### src/rtl/rv32i_types.sv
// -----------------------------------------------------------------------------
// rv32i_types -- shared types and constants for the RV32I front end.
//   fetch_state_t : fetch FSM states (S_REQ, S_HOLD, S_DRAIN)
//   NOP_INSTR     : canonical bubble (addi x0, x0, 0)
//   pc_plus4      : sequential PC increment, wraps modulo 2^32
// -----------------------------------------------------------------------------
package rv32i_types;

   typedef enum logic [1:0] {
      S_REQ   = 2'd0,
      S_HOLD  = 2'd1,
      S_DRAIN = 2'd2
   } fetch_state_t;

   localparam logic [31:0] NOP_INSTR = 32'h00000013;

   function automatic logic [31:0] pc_plus4(input logic [31:0] pc);
      return pc + 32'd4;
   endfunction

endpackage

### src/rtl/ifid_reg.sv
// -----------------------------------------------------------------------------
// ifid_reg -- IF/ID pipeline register.
// Ports:
//   clk, rst        : clock, synchronous active-high reset
//   load_i          : capture instr_i/pc_i as a real instruction
//   flush_i         : insert a bubble (highest priority after reset)
//   hold_i          : keep current contents
//   instr_i, pc_i   : incoming instruction word and its PC
//   instr_o, pc_o   : register contents toward decode
//   false_nop_o     : 1 when instr_o is an inserted bubble
// Priority: rst > flush > hold > load; with no control asserted a bubble is
// inserted so the register never re-presents stale data.
// -----------------------------------------------------------------------------
module ifid_reg
   import rv32i_types::*;
(
   input  logic        clk,
   input  logic        rst,
   input  logic        load_i,
   input  logic        flush_i,
   input  logic        hold_i,
   input  logic [31:0] instr_i,
   input  logic [31:0] pc_i,
   output logic [31:0] instr_o,
   output logic [31:0] pc_o,
   output logic        false_nop_o
);

   logic [31:0] instr_q;
   logic [31:0] pc_q;
   logic        false_nop_q;

   // IF/ID state update
   always_ff @(posedge clk) begin
      if (rst) begin
         instr_q     <= NOP_INSTR;
         pc_q        <= 32'd0;
         false_nop_q <= 1'b1;
      end else if (flush_i) begin
         instr_q     <= NOP_INSTR;
         pc_q        <= pc_i;
         false_nop_q <= 1'b1;
      end else if (hold_i) begin
         instr_q     <= instr_q;
         pc_q        <= pc_q;
         false_nop_q <= false_nop_q;
      end else if (load_i) begin
         instr_q     <= instr_i;
         pc_q        <= pc_i;
         false_nop_q <= 1'b0;
      end else begin
         instr_q     <= NOP_INSTR;
         pc_q        <= pc_i;
         false_nop_q <= 1'b1;
      end
   end

   assign instr_o     = instr_q;
   assign pc_o        = pc_q;
   assign false_nop_o = false_nop_q;

endmodule

### src/rtl/fetch_unit.sv
// -----------------------------------------------------------------------------
// fetch_unit -- instruction fetch stage: PC, fetch FSM and IF/ID register.
// Ports:
//   clk, rst           : clock, synchronous active-high reset
//   imem_read          : instruction-memory read request (level)
//   imem_address       : fetch address, always the PC register
//   imem_rdata/resp    : memory response (may arrive in the request cycle)
//   stall              : decode cannot accept, IF/ID holds
//   redirect/_pc       : taken branch/jump, flush and refetch from redirect_pc
//   id_instr/id_pc     : IF/ID contents toward decode
//   id_false_nop       : 1 = id_instr is an inserted bubble
//   perf_fetched/_bubbles : IF/ID load counters, only when the macro
//                        FETCH_PERF_COUNTERS_EN is defined
// States: S_REQ   request outstanding at the PC
//         S_HOLD  response buffered while decode stalls (no request)
//         S_DRAIN request to a pre-redirect PC still in flight; its response
//                 is thrown away before refetching at the new PC
// -----------------------------------------------------------------------------
module fetch_unit
   import rv32i_types::*;
#(
   parameter logic [31:0] RESET_PC = 32'h00000060
)
(
   input  logic        clk,
   input  logic        rst,
   output logic        imem_read,
   output logic [31:0] imem_address,
   input  logic [31:0] imem_rdata,
   input  logic        imem_resp,
   input  logic        stall,
   input  logic        redirect,
   input  logic [31:0] redirect_pc,
   output logic [31:0] id_instr,
   output logic [31:0] id_pc,
   output logic        id_false_nop
`ifdef FETCH_PERF_COUNTERS_EN
   ,
   output logic [31:0] perf_fetched,
   output logic [31:0] perf_bubbles
`endif
);

   fetch_state_t state_q, state_d;
   logic [31:0]  pc_q, pc_d;
   logic [31:0]  hold_q, hold_d;
   logic         imem_read_q;

   logic         ifid_load;
   logic         ifid_flush;
   logic         ifid_hold;
   logic [31:0]  ifid_instr;

   // Next-state, PC and IF/ID control decisions
   always_comb begin
      state_d    = state_q;
      pc_d       = pc_q;
      hold_d     = hold_q;
      ifid_load  = 1'b0;
      ifid_flush = 1'b0;
      ifid_hold  = 1'b0;
      ifid_instr = imem_rdata;
      case (state_q)
         S_REQ: begin
            if (redirect) begin
               // Whatever arrives this cycle belongs to the old path.
               ifid_flush = 1'b1;
               pc_d       = redirect_pc;
               if (imem_resp) begin
                  state_d = S_REQ;
               end else begin
                  state_d = S_DRAIN;
               end
            end else if (imem_resp) begin
               if (stall) begin
                  ifid_hold = 1'b1;
                  hold_d    = imem_rdata;
                  state_d   = S_HOLD;
               end else begin
                  ifid_load = 1'b1;
                  pc_d      = pc_plus4(pc_q);
               end
            end else if (stall) begin
               ifid_hold = 1'b1;
            end else begin
               ifid_flush = 1'b1;
            end
         end
         S_HOLD: begin
            if (redirect) begin
               ifid_flush = 1'b1;
               pc_d       = redirect_pc;
               hold_d     = 32'd0;
               state_d    = S_REQ;
            end else if (stall) begin
               ifid_hold = 1'b1;
            end else begin
               // The PC was frozen while holding, so it is the buffered word's PC.
               ifid_load  = 1'b1;
               ifid_instr = hold_q;
               pc_d       = pc_plus4(pc_q);
               state_d    = S_REQ;
            end
         end
         S_DRAIN: begin
            if (redirect) begin
               ifid_flush = 1'b1;
               pc_d       = redirect_pc;
               state_d    = S_DRAIN;
            end else begin
               if (stall) begin
                  ifid_hold = 1'b1;
               end else begin
                  ifid_flush = 1'b1;
               end
               // The stale response is dropped; refetch at the current PC.
               if (imem_resp) begin
                  state_d = S_REQ;
               end else begin
                  state_d = S_DRAIN;
               end
            end
         end
         default: begin
            ifid_flush = 1'b1;
            pc_d       = RESET_PC;
            state_d    = S_REQ;
         end
      endcase
   end

   // Fetch FSM, PC, hold buffer and registered read request
   always_ff @(posedge clk) begin
      if (rst) begin
         state_q     <= S_REQ;
         pc_q        <= RESET_PC;
         hold_q      <= 32'd0;
         imem_read_q <= 1'b1;
      end else begin
         state_q     <= state_d;
         pc_q        <= pc_d;
         hold_q      <= hold_d;
         imem_read_q <= (state_d != S_HOLD);
      end
   end

   // Reset gating drops any in-flight request so nothing from before reset
   // can come back as a valid response.
   assign imem_read    = imem_read_q & ~rst;
   assign imem_address = pc_q;

   ifid_reg u_ifid_reg (
      .clk         (clk),
      .rst         (rst),
      .load_i      (ifid_load),
      .flush_i     (ifid_flush),
      .hold_i      (ifid_hold),
      .instr_i     (ifid_instr),
      .pc_i        (pc_q),
      .instr_o     (id_instr),
      .pc_o        (id_pc),
      .false_nop_o (id_false_nop)
   );

`ifdef FETCH_PERF_COUNTERS_EN
   logic [31:0] perf_fetched_q;
   logic [31:0] perf_bubbles_q;

   // IF/ID load counters, wrap naturally at 2^32
   always_ff @(posedge clk) begin
      if (rst) begin
         perf_fetched_q <= 32'd0;
         perf_bubbles_q <= 32'd0;
      end else begin
         perf_fetched_q <= perf_fetched_q + {31'd0, ifid_load};
         perf_bubbles_q <= perf_bubbles_q + {31'd0, ifid_flush};
      end
   end

   assign perf_fetched = perf_fetched_q;
   assign perf_bubbles = perf_bubbles_q;
`endif

endmodule

### config.mk
export PLATFORM = sky130hd
export DESIGN_NAME = fetch_unit
export DESIGN_NICKNAME = d
export VERILOG_FILES = /design/src/rtl/rv32i_types.sv /design/src/rtl/ifid_reg.sv /design/src/rtl/fetch_unit.sv
export SDC_FILE = /design/constraint.sdc
export NUM_CORES = 1
export LEC_CHECK = 0
export ABC_AREA = 1
export CAP_MARGIN = 15
export CORE_MARGIN = 3
export CORE_UTILIZATION = 49
export DETAILED_ROUTE_END_ITERATION = 10
export PLACE_DENSITY_LB_ADDON = 0.25
export SYNTH_ARGS = -nofsm -noshare
export SYNTH_HDL_FRONTEND = slang
export SYNTH_SLANG_ARGS = --single-unit
### constraint.sdc
create_clock -name clk -period 2.3 [get_ports clk]
set_input_delay 0.46 -clock clk [delete_from_list [all_inputs] [get_ports clk]]
set_output_delay 0.46 -clock clk [all_outputs]
set_load 0.01 [all_outputs]
* Word level (Yosys, flattened, before mapping)
Cells that the tools add are included.
** Cells by class
- $add $sub $neg :: 1
- Equality and inequality tests :: 9
- Multiplexer cells :: 38
- Bitwise logic cells :: 2
- Reductions and logical operators :: 6
** Operators with widths (count)
- 2-to-1 mux 32 bit :: 14
- case mux 32 bit (3 select lines) :: 1
- case mux 32 bit (2 select lines) :: 1
- adder 32 x 3 -> 32 bit, second input constant :: 1
- 2-to-1 mux 2 bit :: 7
- 2-to-1 mux 1 bit :: 12
- != test 2 bit, second input constant :: 5
- case mux 2 bit (3 select lines) :: 1
- AND reduction 4 bit :: 1
- != test 3 bit, second input constant :: 1
- case mux 1 bit (3 select lines) :: 1
- OR reduction 3 bit :: 1
- equality test 2 x 1 -> 1 bit, second input constant :: 1
- equality test 2 bit, second input constant :: 1
- zero test 2 bit :: 1
- != test 2 x 1 -> 1 bit, second input constant :: 1
- case mux 1 bit (2 select lines) :: 1
- AND reduction 2 bit :: 1
- nonzero test 2 bit :: 1
- OR reduction 2 bit :: 1
- AND 1 bit :: 1
- inverter 1 bit :: 1
** Storage, ports and cells
- Bits in registers :: 132
- Input port bits :: 69
- Output and inout port bits :: 98

* Longest topological paths before layout
Gate-level depths: netlist of run 1.
- Depth after elaboration :: 5
- Gate-level depth with buffers :: 11
- Mapped depth without buffers :: 11

* Hierarchy
A second synthesis of run 1 with hierarchy kept.
** Unflattened totals
- Cells, all modules :: 1153
- Area, all modules :: 7206.9 um^2
** Modules (own cells, without submodules)
- fetch_unit :: instances 1, cells an instance 798, area an instance 4649.5 um^2
- ifid_reg :: instances 1, cells an instance 355, area an instance 2557.5 um^2

* Worst setup path after synthesis of run 1
Ideal clock, no wire load.
- Kind :: in2reg
- From :: in stall
- To :: reg u_ifid_reg.instr_q[22], in the netlist u_ifid_reg.instr_o[22]
- Arrival :: 1.680 ns
- Data required time :: 2.230 ns
- Setup slack :: 0.551 ns
- Stages :: 10
- Cell sequence :: buf_2 > inv_1 > nand3_2 > nor2_4 > inv_2 > a21oi_4 > inv_2 > buf_2 > buf_6 > a21oi_1
** Between the ends
- Longest elaborated chain between the ends :: 5
- Elaborated cells between the ends (all ways) :: 17
- Those cells by class :: mux: 16; reduce/logical: 1
** RTL lines
- start, declared :: RTL line fetch_unit.sv:31 : input logic stall,
- 2-to-1 mux 1 bit
- 2-to-1 mux 1 bit :: RTL line fetch_unit.sv:74 : end else if (imem_resp) begin
- 2-to-1 mux 1 bit :: RTL line fetch_unit.sv:65 : if (redirect) begin
- case mux 1 bit (3 select lines) or case mux 1 bit (2 select lines) (tied branches) :: RTL line fetch_unit.sv:63 : case (state_q)
- OR reduction 2 bit (no line) or 2-to-1 mux 32 bit (tied branches)
- end signal, assigned :: RTL line ifid_reg.sv:44 : instr_q <= instr_q;
- end signal, assigned :: RTL line ifid_reg.sv:48 : instr_q <= instr_i;
- end, declared :: RTL line ifid_reg.sv:29 : logic [31:0] instr_q;
Several ways; a longest one is shown, not always the timed one.
A chain may end at the register's enable or synchronous reset.

* Worst setup path after layout of run 1
- From :: in rst
- To :: out imem_read
** Between the ends
- Longest elaborated chain between the ends :: 2
** RTL lines
- start, declared :: RTL line fetch_unit.sv:26 : input logic rst,
- inverter 1 bit :: RTL line fetch_unit.sv:149 : assign imem_read = imem_read_q & ~rst;
- AND 1 bit :: RTL line fetch_unit.sv:149
- end, declared :: RTL line fetch_unit.sv:27 : output logic imem_read,
No other way between the ends.

==> results of run 1 <==
worst max-delay path, cell delays in order:
cell and delay, ns:
sky130_fd_sc_hd__clkdlybuf4s50_1 0.42, sky130_fd_sc_hd__nor2_1 0.12, sky130_fd_sc_hd__clkdlybuf4s50_1 0.54
area by class of cell:
class	instances	area (um^2)
Clock buffer	24	492
Clock inverter	8	121
Fill cell	1070	3750
Inverter	69	259
Multi-Input combinational cell	685	3410
Sequential cell	132	2640
Tap cell	172	215
Timing Repair Buffer	191	1930
synthesized netlist by cell type:
cell type	number
sky130_fd_sc_hd__nand2_1	188
sky130_fd_sc_hd__dfxtp_1	132
sky130_fd_sc_hd__a21oi_1	131
sky130_fd_sc_hd__o21ai_0	131
sky130_fd_sc_hd__nor2_1	96
sky130_fd_sc_hd__inv_1	60
sky130_fd_sc_hd__nand3_1	53
sky130_fd_sc_hd__clkbuf_1	48
sky130_fd_sc_hd__mux2i_1	21
sky130_fd_sc_hd__o211a_1	21
sky130_fd_sc_hd__a21boi_0	10
sky130_fd_sc_hd__buf_2	9
sky130_fd_sc_hd__o211ai_1	9
sky130_fd_sc_hd__inv_2	8
sky130_fd_sc_hd__nand3b_1	4
sky130_fd_sc_hd__a221oi_1	2
sky130_fd_sc_hd__a41oi_1	2
sky130_fd_sc_hd__nor2_2	2
sky130_fd_sc_hd__nor3_1	2
sky130_fd_sc_hd__o21ai_1	2
sky130_fd_sc_hd__xor2_1	2
sky130_fd_sc_hd__a21oi_4	1
sky130_fd_sc_hd__a31o_2	1
sky130_fd_sc_hd__buf_1	1
sky130_fd_sc_hd__buf_6	1
sky130_fd_sc_hd__clkinv_1	1
sky130_fd_sc_hd__ha_1	1
sky130_fd_sc_hd__nand2_2	1
sky130_fd_sc_hd__nand3_2	1
sky130_fd_sc_hd__nand4_1	1
sky130_fd_sc_hd__nor2_4	1
sky130_fd_sc_hd__o22ai_1	1
sky130_fd_sc_hd__or2_2	1
cell usage in the layout (no fill, tap or decap), types with 3 or more instances in the layout:
cell type                         Yosys  final
sky130_fd_sc_hd__nand3_1             53     53
sky130_fd_sc_hd__o21ai_0            131    131
sky130_fd_sc_hd__inv_2                8     10
sky130_fd_sc_hd__buf_4                0     18
sky130_fd_sc_hd__clkbuf_8             0      4
sky130_fd_sc_hd__nand2_1            188    188
sky130_fd_sc_hd__mux2i_1             21     21
sky130_fd_sc_hd__a21oi_1            131    131
sky130_fd_sc_hd__bufinv_16            0      3
sky130_fd_sc_hd__nor2_1              96     95
sky130_fd_sc_hd__nand3b_1             4      4
sky130_fd_sc_hd__clkbuf_16            0     17
sky130_fd_sc_hd__a21boi_0            10     10
sky130_fd_sc_hd__o211a_1             21     21
sky130_fd_sc_hd__clkbuf_1            48      3
sky130_fd_sc_hd__o211ai_1             9      9
sky130_fd_sc_hd__buf_12               0      7
sky130_fd_sc_hd__clkinv_2             0      3
sky130_fd_sc_hd__dfxtp_1            132    132
sky130_fd_sc_hd__clkdlybuf4s50_1      0    165
sky130_fd_sc_hd__inv_1               60     58
metal layers:
metal / wire length [um] / track usage
met4: 632 / 0.118
met5: 0 / 0
met2: 9050 / 0.424
met3: 1920 / 0.0715
met1: 9070 / 0.384
path summary, 6_finish.rpt:
path | end | cells after the start | from
max | imem_read | 3 | rst
max reg2reg | imem_address[5]$_SDFFE_PP1P_ | 8 | state_q[1]$_SDFF_PP0_
min reg2reg | hold_q[16]$_SDFFE_PP0P_ | 2 | hold_q[16]$_SDFFE_PP0P_
min | hold_q[16]$_SDFFE_PP0P_ | 2 | hold_q[16]$_SDFFE_PP0P_
power groups by stage:
stage	clock (W)	combinational, W	sequential, W
floorplan	0	0.000501	0.00263
global placement	0	0.00103	0.00261
detailed placement	0	0.00105	0.00261
CTS	0.00284	0.00106	0.00257
global route	0.00293	0.00117	0.00259
finish	0.00283	0.00107	0.00257
stage by stage:
step / instance area [um^2] / cells / power (W) / hold slack [ns] / util
after CTS: 9070 / 1281 / 0.00646 / 0.462 / 0.708
after floorplan: 6550 / 945 / 0.00313 / 0.436 / -
after global placement: 8460 / 1249 / 0.00364 / 0.448 / 0.660
after detailed placement: 8460 / 1249 / 0.00366 / 0.454 / 0.660
after global routing: 9070 / 1281 / 0.00670 / 0.479 / 0.708
final: 9070 / 1281 / 0.00646 / 0.460 / 0.708
cells by family (layout without fill, tap and decap cells):
group,Yosys count,after routing,synth area share
AND/OR/NAND/NOR,350,350,0.218
multiplexers,21,21,0.0321
flip-flops,132,132,0.404
buffers and inverters,128,292,0.0763
adder cells (fa/ha/maj),1,1,0.00191
XOR/XNOR,2,2,0.00268
AO/OA/AOI/OAI,311,311,0.266
sequential cells by signal (all words and copies together), names as in the netlist:
register                cells
hold_q                     32
imem_address               32
imem_read_q                 1
state_q                     2
u_ifid_reg.false_nop_o      1
u_ifid_reg.instr_o         32
u_ifid_reg.pc_o            32
==> impl_metrics.prom, run 1 <==
# TYPE chip_impl_metric gauge
chip_impl_metric{name="grt_start_max_net_pins",unit=""} 60
chip_impl_metric{name="fmaxAchievable",unit="GHz"} 0.499
chip_impl_metric{name="slew_violations",unit=""} 0
chip_impl_metric{name="timing.setup.tns",unit="ns"} 0
chip_impl_metric{name="dpl_worst_slack",unit="ns"} 0.186
chip_impl_metric{name="final_critical_path_setup_slack",unit="ns"} 0.295
chip_impl_metric{name="core.rowCount",unit=""} 41
chip_impl_metric{name="report.final.setup_viol",unit=""} 0
chip_impl_metric{name="yosysWarningCount",unit=""} 0
chip_impl_info{name="outcome",value="finished clean"} 1
chip_impl_metric{name="hold_viol_final",unit=""} 0
chip_impl_metric{name="port_buffers",unit=""} 166
chip_impl_metric{name="pwr_density_cell",unit="nW/um^2"} 712
chip_impl_info{name="unrepaired_setup_endpoints_after_global_routing",value="no"} 1
chip_impl_info{name="yosysTopAreaCell",value="sky130_fd_sc_hd__dfxtp_1"} 1
chip_impl_metric{name="cts_buffer_depth",unit=""} 2
chip_impl_info{name="cts_root_buf",value="sky130_fd_sc_hd__clkbuf_16"} 1
chip_impl_metric{name="clk_pin_slew",unit="ns"} 0.06
chip_impl_info{name="cp-end-kind",value="output pin"} 1
chip_impl_metric{name="reg2reg_slack",unit="ns"} 0.35
chip_impl_metric{name="count_of_distinct_cell_types_in_the_synthesized_netlist",unit=""} 33
chip_impl_metric{name="p_seq_frac",unit=""} 0.397
chip_impl_metric{name="postSynthRegisterBits",unit=""} 132
chip_impl_metric{name="synth_seq_area_share",unit=""} 0.404
chip_impl_metric{name="antennaDiodeCount",unit=""} 0
chip_impl_metric{name="ir_drop",unit="mV"} 0.467
chip_impl_metric{name="nets",unit=""} 1166
chip_impl_info{name="synth_area_leaders",value="sky130_fd_sc_hd__dfxtp_1, sky130_fd_sc_hd__nand2_1, sky130_fd_sc_hd__a21oi_1"} 1
chip_impl_metric{name="finalCritPeriodShare",unit=""} 0.872
chip_impl_metric{name="grt_remaining_overflow",unit=""} 0
chip_impl_metric{name="vias_per_cell",unit=""} 5.63
chip_impl_metric{name="clockPowerShare",unit=""} 0.437
chip_impl_metric{name="worst_slew_margin_rel",unit=""} 0.596
chip_impl_metric{name="post_layout_min_period",unit="ns"} 2.00
chip_impl_metric{name="critical_path_peak_fanout",unit=""} 2
chip_impl_metric{name="clock_skew",unit="ns"} 0.00583
chip_impl_metric{name="dieWidth",unit="um"} 122
chip_impl_info{name="worst-setup-path-type",value="in -> out"} 1
chip_impl_metric{name="first_global_vias",unit=""} 6754
chip_impl_metric{name="fp.dieArea",unit="um^2"} 14800
chip_impl_metric{name="number_of_h_tree_levels",unit=""} 4
chip_impl_metric{name="synth_top_cell_area_share",unit=""} 0.404
chip_impl_metric{name="swShare",unit=""} 0.263
chip_impl_metric{name="postCtsResizedCells",unit=""} 0
chip_impl_metric{name="post_drt_wl_per_cell",unit="um"} 16.1
chip_impl_metric{name="grt_antenna_before_repair",unit=""} 0
chip_impl_info{name="tritoncts",value="built"} 1
chip_impl_metric{name="post_synth.cell_area_avg",unit="um^2"} 6.93
chip_impl_metric{name="number_of_setup_buffers_added_after_cts",unit=""} 0
chip_impl_metric{name="worst-endpoint-arrival",unit="ns"} 1.54
chip_impl_metric{name="detail_route.wirelength",unit="um"} 20700
chip_impl_metric{name="power_report.internal_total",unit="W"} 0.00476
chip_impl_metric{name="numClockSinks",unit=""} 132
chip_impl_metric{name="tritoncts.num_buffers",unit=""} 17
chip_impl_metric{name="route.vias.total",unit=""} 7208
chip_impl_metric{name="p_switching",unit="W"} 0.00170
chip_impl_metric{name="worst_slew_pin_slew",unit="ns"} 0.605
chip_impl_metric{name="place_congestion",unit=""} 0.977
chip_impl_metric{name="postSynthNetCount",unit=""} 1015
chip_impl_metric{name="power.static_leakage",unit="nW"} 3.63
chip_impl_metric{name="floorplan.core_area",unit="um^2"} 12800
chip_impl_metric{name="worstPathRequired",unit="ns"} 1.84
chip_impl_metric{name="cts_hold_buffers",unit=""} 0
chip_impl_metric{name="first_pass_detailed_route_iteration_total",unit=""} 6
chip_impl_metric{name="synthToLayoutAreaGrowth",unit="%"} 38.6
chip_impl_metric{name="postRouteAntennaNets",unit=""} 0
chip_impl_metric{name="synthCells",unit=""} 945
chip_impl_metric{name="starting_density_of_the_core",unit=""} 0.510
chip_impl_metric{name="place.detailed.hpwl",unit="um"} 13700
chip_impl_metric{name="power.share.combinational",unit=""} 0.165
chip_impl_metric{name="dr.first_iter.drc_count",unit=""} 603
chip_impl_metric{name="drcViolationCount",unit=""} 0
chip_impl_metric{name="fraction_of_layout_instances_using_a_drive_strength_above_1",unit=""} 0.0667
chip_impl_info{name="holdCritPathClass",value="reg -> reg"} 1
chip_impl_metric{name="wire_length_of_the_first_global_routing_pass",unit="um"} 33200
chip_impl_metric{name="die_h",unit="um"} 122
chip_impl_metric{name="worstSkewPairLatency",unit="ns"} 0.42
chip_impl_metric{name="num_io_pins",unit=""} 167
chip_impl_metric{name="grt_use_total",unit=""} 0.281
chip_impl_info{name="start_kind",value="input port"} 1
chip_impl_metric{name="drv_cap",unit=""} 0
chip_impl_metric{name="syn_area",unit="um^2"} 6550
No activity file was read; power rests on OpenSTA's default activity.
==> run 2, diff against run 1 <==
--- a/config.mk
+++ b/config.mk
@@ -9,6 +9,7 @@
 export CAP_MARGIN = 15
 export CORE_MARGIN = 3
 export CORE_UTILIZATION = 49
+export CTS_CLUSTER_DIAMETER = 30
 export DETAILED_ROUTE_END_ITERATION = 10
 export PLACE_DENSITY_LB_ADDON = 0.25
 export SYNTH_ARGS = -nofsm -noshare
==> results of run 2 <==
No change in the layout: final DEF, timing and power equal those of run 1.
==> run 3, diff against run 2 <==
--- a/config.mk
+++ b/config.mk
@@ -11,6 +11,7 @@
 export CORE_UTILIZATION = 49
 export CTS_CLUSTER_DIAMETER = 30
 export DETAILED_ROUTE_END_ITERATION = 10
+export MAX_ROUTING_LAYER = met4
 export PLACE_DENSITY_LB_ADDON = 0.25
 export SYNTH_ARGS = -nofsm -noshare
 export SYNTH_HDL_FRONTEND = slang
==> impl_metrics.prom, run 3 (synthesis gave the netlist of run 1 again) <==
# TYPE chip_impl_metric gauge
chip_impl_metric{name="detail_route.wirelength",unit="um"} 20400
chip_impl_metric{name="finalCritPeriodShare",unit=""} 0.874
chip_impl_metric{name="floorplan.core_area",unit="um^2"} 12800
chip_impl_metric{name="port_buffers",unit=""} 166
chip_impl_metric{name="slew_violations",unit=""} 0
chip_impl_metric{name="worst_path_largest_cell_delay",unit="ns"} 0.54
chip_impl_metric{name="antennaDiodeCount",unit=""} 0
chip_impl_metric{name="core.rowCount",unit=""} 41
chip_impl_metric{name="post_drt_wl_per_cell",unit="um"} 15.9
chip_impl_metric{name="starting_density_of_the_core",unit=""} 0.510
chip_impl_info{name="worst-setup-path-type",value="in -> out"} 1
chip_impl_metric{name="p_seq_frac",unit=""} 0.394
chip_impl_info{name="layout.cells.most_common",value="sky130_fd_sc_hd__nand2_1"} 1
chip_impl_info{name="timing.rr.end",value="imem_address[20]$_SDFFE_PP0P_"} 1
chip_impl_metric{name="place.detailed.hpwl",unit="um"} 14100
chip_impl_metric{name="grt_use_total",unit=""} 0.286
chip_impl_metric{name="dr.first_iter.drc_count",unit=""} 570
chip_impl_metric{name="nets",unit=""} 1169
chip_impl_info{name="final_cell_mix",value="sky130_fd_sc_hd__nand2_1, sky130_fd_sc_hd__clkdlybuf4s50_1, sky130_fd_sc_hd__dfxtp_1"} 1
chip_impl_metric{name="place_congestion",unit=""} 0.990
chip_impl_metric{name="hold_viol_final",unit=""} 0
chip_impl_info{name="tritoncts",value="built"} 1
chip_impl_metric{name="power_report.internal_total",unit="W"} 0.00483
chip_impl_metric{name="ir_drop",unit="mV"} 0.540
chip_impl_info{name="worst_r2r_startpoint",value="imem_address[9]$_SDFFE_PP0P_"} 1
chip_impl_metric{name="fraction_of_layout_instances_using_a_drive_strength_above_1",unit=""} 0.0702
chip_impl_metric{name="first_global_vias",unit=""} 6644
chip_impl_metric{name="p_switching",unit="W"} 0.00168
chip_impl_metric{name="postCtsResizedCells",unit=""} 0
chip_impl_metric{name="first_pass_detailed_route_iteration_total",unit=""} 6
chip_impl_metric{name="die_h",unit="um"} 122
chip_impl_metric{name="pwr_density_cell",unit="nW/um^2"} 716
chip_impl_metric{name="post_layout_min_period",unit="ns"} 2.01
chip_impl_info{name="cp-end-kind",value="output pin"} 1
chip_impl_metric{name="number_of_setup_buffers_added_after_cts",unit=""} 0
chip_impl_metric{name="worstPathRequired",unit="ns"} 1.84
chip_impl_info{name="path_cells",value="clkdlybuf4s50_1, nor2_1, clkdlybuf4s50_1"} 1
chip_impl_metric{name="number_of_h_tree_levels",unit=""} 4
chip_impl_metric{name="report.final.setup_viol",unit=""} 0
chip_impl_metric{name="cts_buffer_depth",unit=""} 2
chip_impl_metric{name="layout.core_utilization",unit=""} 0.710
chip_impl_info{name="holdCritPathClass",value="reg -> reg"} 1
chip_impl_info{name="timing.critical_path.mode_cell",value="sky130_fd_sc_hd__clkdlybuf4s50_1"} 1
chip_impl_info{name="cts_root_buf",value="sky130_fd_sc_hd__clkbuf_16"} 1
chip_impl_metric{name="power.share.combinational",unit=""} 0.164
chip_impl_metric{name="grt_remaining_overflow",unit=""} 0
chip_impl_metric{name="drv_cap",unit=""} 0
chip_impl_info{name="unrepaired_setup_endpoints_after_global_routing",value="no"} 1
chip_impl_info{name="critPathSlowestCell",value="sky130_fd_sc_hd__clkdlybuf4s50_1"} 1
chip_impl_metric{name="swShare",unit=""} 0.258
chip_impl_metric{name="worst-endpoint-arrival",unit="ns"} 1.55
chip_impl_info{name="startpoint",value="rst"} 1
chip_impl_metric{name="critical_path_peak_fanout",unit=""} 2
chip_impl_metric{name="num_io_pins",unit=""} 167
chip_impl_metric{name="tritoncts.num_buffers",unit=""} 17
chip_impl_metric{name="postRouteAntennaNets",unit=""} 0
chip_impl_metric{name="dieWidth",unit="um"} 122
chip_impl_info{name="outcome",value="finished clean"} 1
chip_impl_metric{name="vias_per_cell",unit=""} 5.49
chip_impl_metric{name="cp_num_cells",unit=""} 3
chip_impl_info{name="critPathCapture",value="imem_read"} 1
chip_impl_metric{name="worstSkewPairLatency",unit="ns"} 0.43
chip_impl_metric{name="min_path_cells",unit=""} 2
chip_impl_info{name="cell_family_with_the_largest_share_of_critical_path_delay",value="buffers and inverters"} 1
chip_impl_metric{name="layout_fillers",unit=""} 1082
chip_impl_metric{name="power.static_leakage",unit="nW"} 3.66
chip_impl_metric{name="fp.dieArea",unit="um^2"} 14800
chip_impl_metric{name="crit_buf_inv",unit=""} 2
chip_impl_info{name="start_kind",value="input port"} 1
chip_impl_metric{name="grt_antenna_before_repair",unit=""} 0
chip_impl_metric{name="timing.setup.tns",unit="ns"} 0
chip_impl_metric{name="clockPowerShare",unit=""} 0.442
chip_impl_metric{name="synthToLayoutAreaGrowth",unit="%"} 39.1
chip_impl_metric{name="grt_start_max_net_pins",unit=""} 60
chip_impl_metric{name="clk_pin_slew",unit="ns"} 0.06
chip_impl_metric{name="timing.reg2reg.worst_path_depth",unit=""} 8
chip_impl_metric{name="drcViolationCount",unit=""} 0
chip_impl_metric{name="wire_length_of_the_first_global_routing_pass",unit="um"} 32800
chip_impl_metric{name="worst_slew_pin_slew",unit="ns"} 0.585
chip_impl_metric{name="numClockSinks",unit=""} 132
chip_impl_metric{name="reg2reg_slack",unit="ns"} 0.40
chip_impl_metric{name="worst_slew_margin_rel",unit=""} 0.610
chip_impl_metric{name="route.vias.total",unit=""} 7039
chip_impl_metric{name="cts_hold_buffers",unit=""} 0
chip_impl_metric{name="clock_skew",unit="ns"} 0.0106
chip_impl_metric{name="fmaxAchievable",unit="GHz"} 0.498
## run 3: cell types whose count changed in the layout (fill, tap and decap cells not counted)
cell	before	now
sky130_fd_sc_hd__clkinv_2	3	5
sky130_fd_sc_hd__clkinvlp_4	1	0
sky130_fd_sc_hd__inv_6	1	0
sky130_fd_sc_hd__buf_4	18	21
sky130_fd_sc_hd__bufinv_16	3	4
sky130_fd_sc_hd__clkinv_4	0	1
sky130_fd_sc_hd__clkbuf_8	4	3
sky130_fd_sc_hd__clkbuf_1	3	1
## run 3: layout make-up
type | instances | area (um^2) | area share
repair buffers | 194 | 1950 | 0.215
flip-flops and latches | 132 | 2640 | 0.290
multi-input cells | 685 | 3410 | 0.375
well taps | 172 | 215 | 0.0236
clock buffers | 21 | 470 | 0.0517
clock inverters | 10 | 154 | 0.0169
inverters | 69 | 259 | 0.0284
## run 3: worst reg2reg max path, cell delays in order, from the launching register on
cell,delay (ns)
sky130_fd_sc_hd__dfxtp_1,0.44
sky130_fd_sc_hd__nand2_1,0.15
sky130_fd_sc_hd__nor2_1,0.26
sky130_fd_sc_hd__inv_1,0.10
sky130_fd_sc_hd__nor2_1,0.26
sky130_fd_sc_hd__nand3_1,0.14
sky130_fd_sc_hd__or2_2,0.30
sky130_fd_sc_hd__nand3_1,0.07
sky130_fd_sc_hd__a21oi_1,0.06
## run 3: power by group through the flow
stage,logic [W],clock network (W),registers [W]
6_report,0.00107,0.00288,0.00257
5_1_grt,0.00117,0.00300,0.00259
4_1_cts,0.00106,0.00291,0.00257
3_5_place_dp,0.00105,0,0.00261
3_3_place_gp,0.00103,0,0.00261
2_1_floorplan,0.000501,0,0.00263
## run 3: how the worst min path moves through the flow
stage                                         from                                  end  slack (ns)
2_1_floorplan              hold_q[25]$_SDFFE_PP0P_              hold_q[25]$_SDFFE_PP0P_        0.44
3_3_place_gp               hold_q[13]$_SDFFE_PP0P_              hold_q[13]$_SDFFE_PP0P_        0.45
3_5_place_dp               hold_q[19]$_SDFFE_PP0P_              hold_q[19]$_SDFFE_PP0P_        0.45
4_1_cts                     hold_q[9]$_SDFFE_PP0P_               hold_q[9]$_SDFFE_PP0P_        0.46
5_1_grt        u_ifid_reg.instr_o[11]$_SDFFE_PP0N_  u_ifid_reg.instr_o[11]$_SDFFE_PP0N_        0.48
6_report                   hold_q[13]$_SDFFE_PP0P_              hold_q[13]$_SDFFE_PP0P_        0.46
## run 3: per-stage QoR
step | instance area, um^2 | cells | hold WS, ns | setup WS [ns] | power, W
after global placement | 8480 | 1252 | 0.448 | 0.203 | 0.00364
after floorplan | 6550 | 945 | 0.436 | 0.551 | 0.00313
final | 9110 | 1283 | 0.459 | 0.290 | 0.00652
after global routing | 9110 | 1283 | 0.478 | 0.244 | 0.00676
after CTS | 9110 | 1283 | 0.462 | 0.286 | 0.00654
after detailed placement | 8480 | 1252 | 0.453 | 0.110 | 0.00366
## run 3: routing by layer
metal / GRT usage / wire length (um)
met5: - / 0
met4: 0.123 / 610
met1: 0.378 / 9040
met3: 0.0720 / 1720
met2: 0.418 / 9030
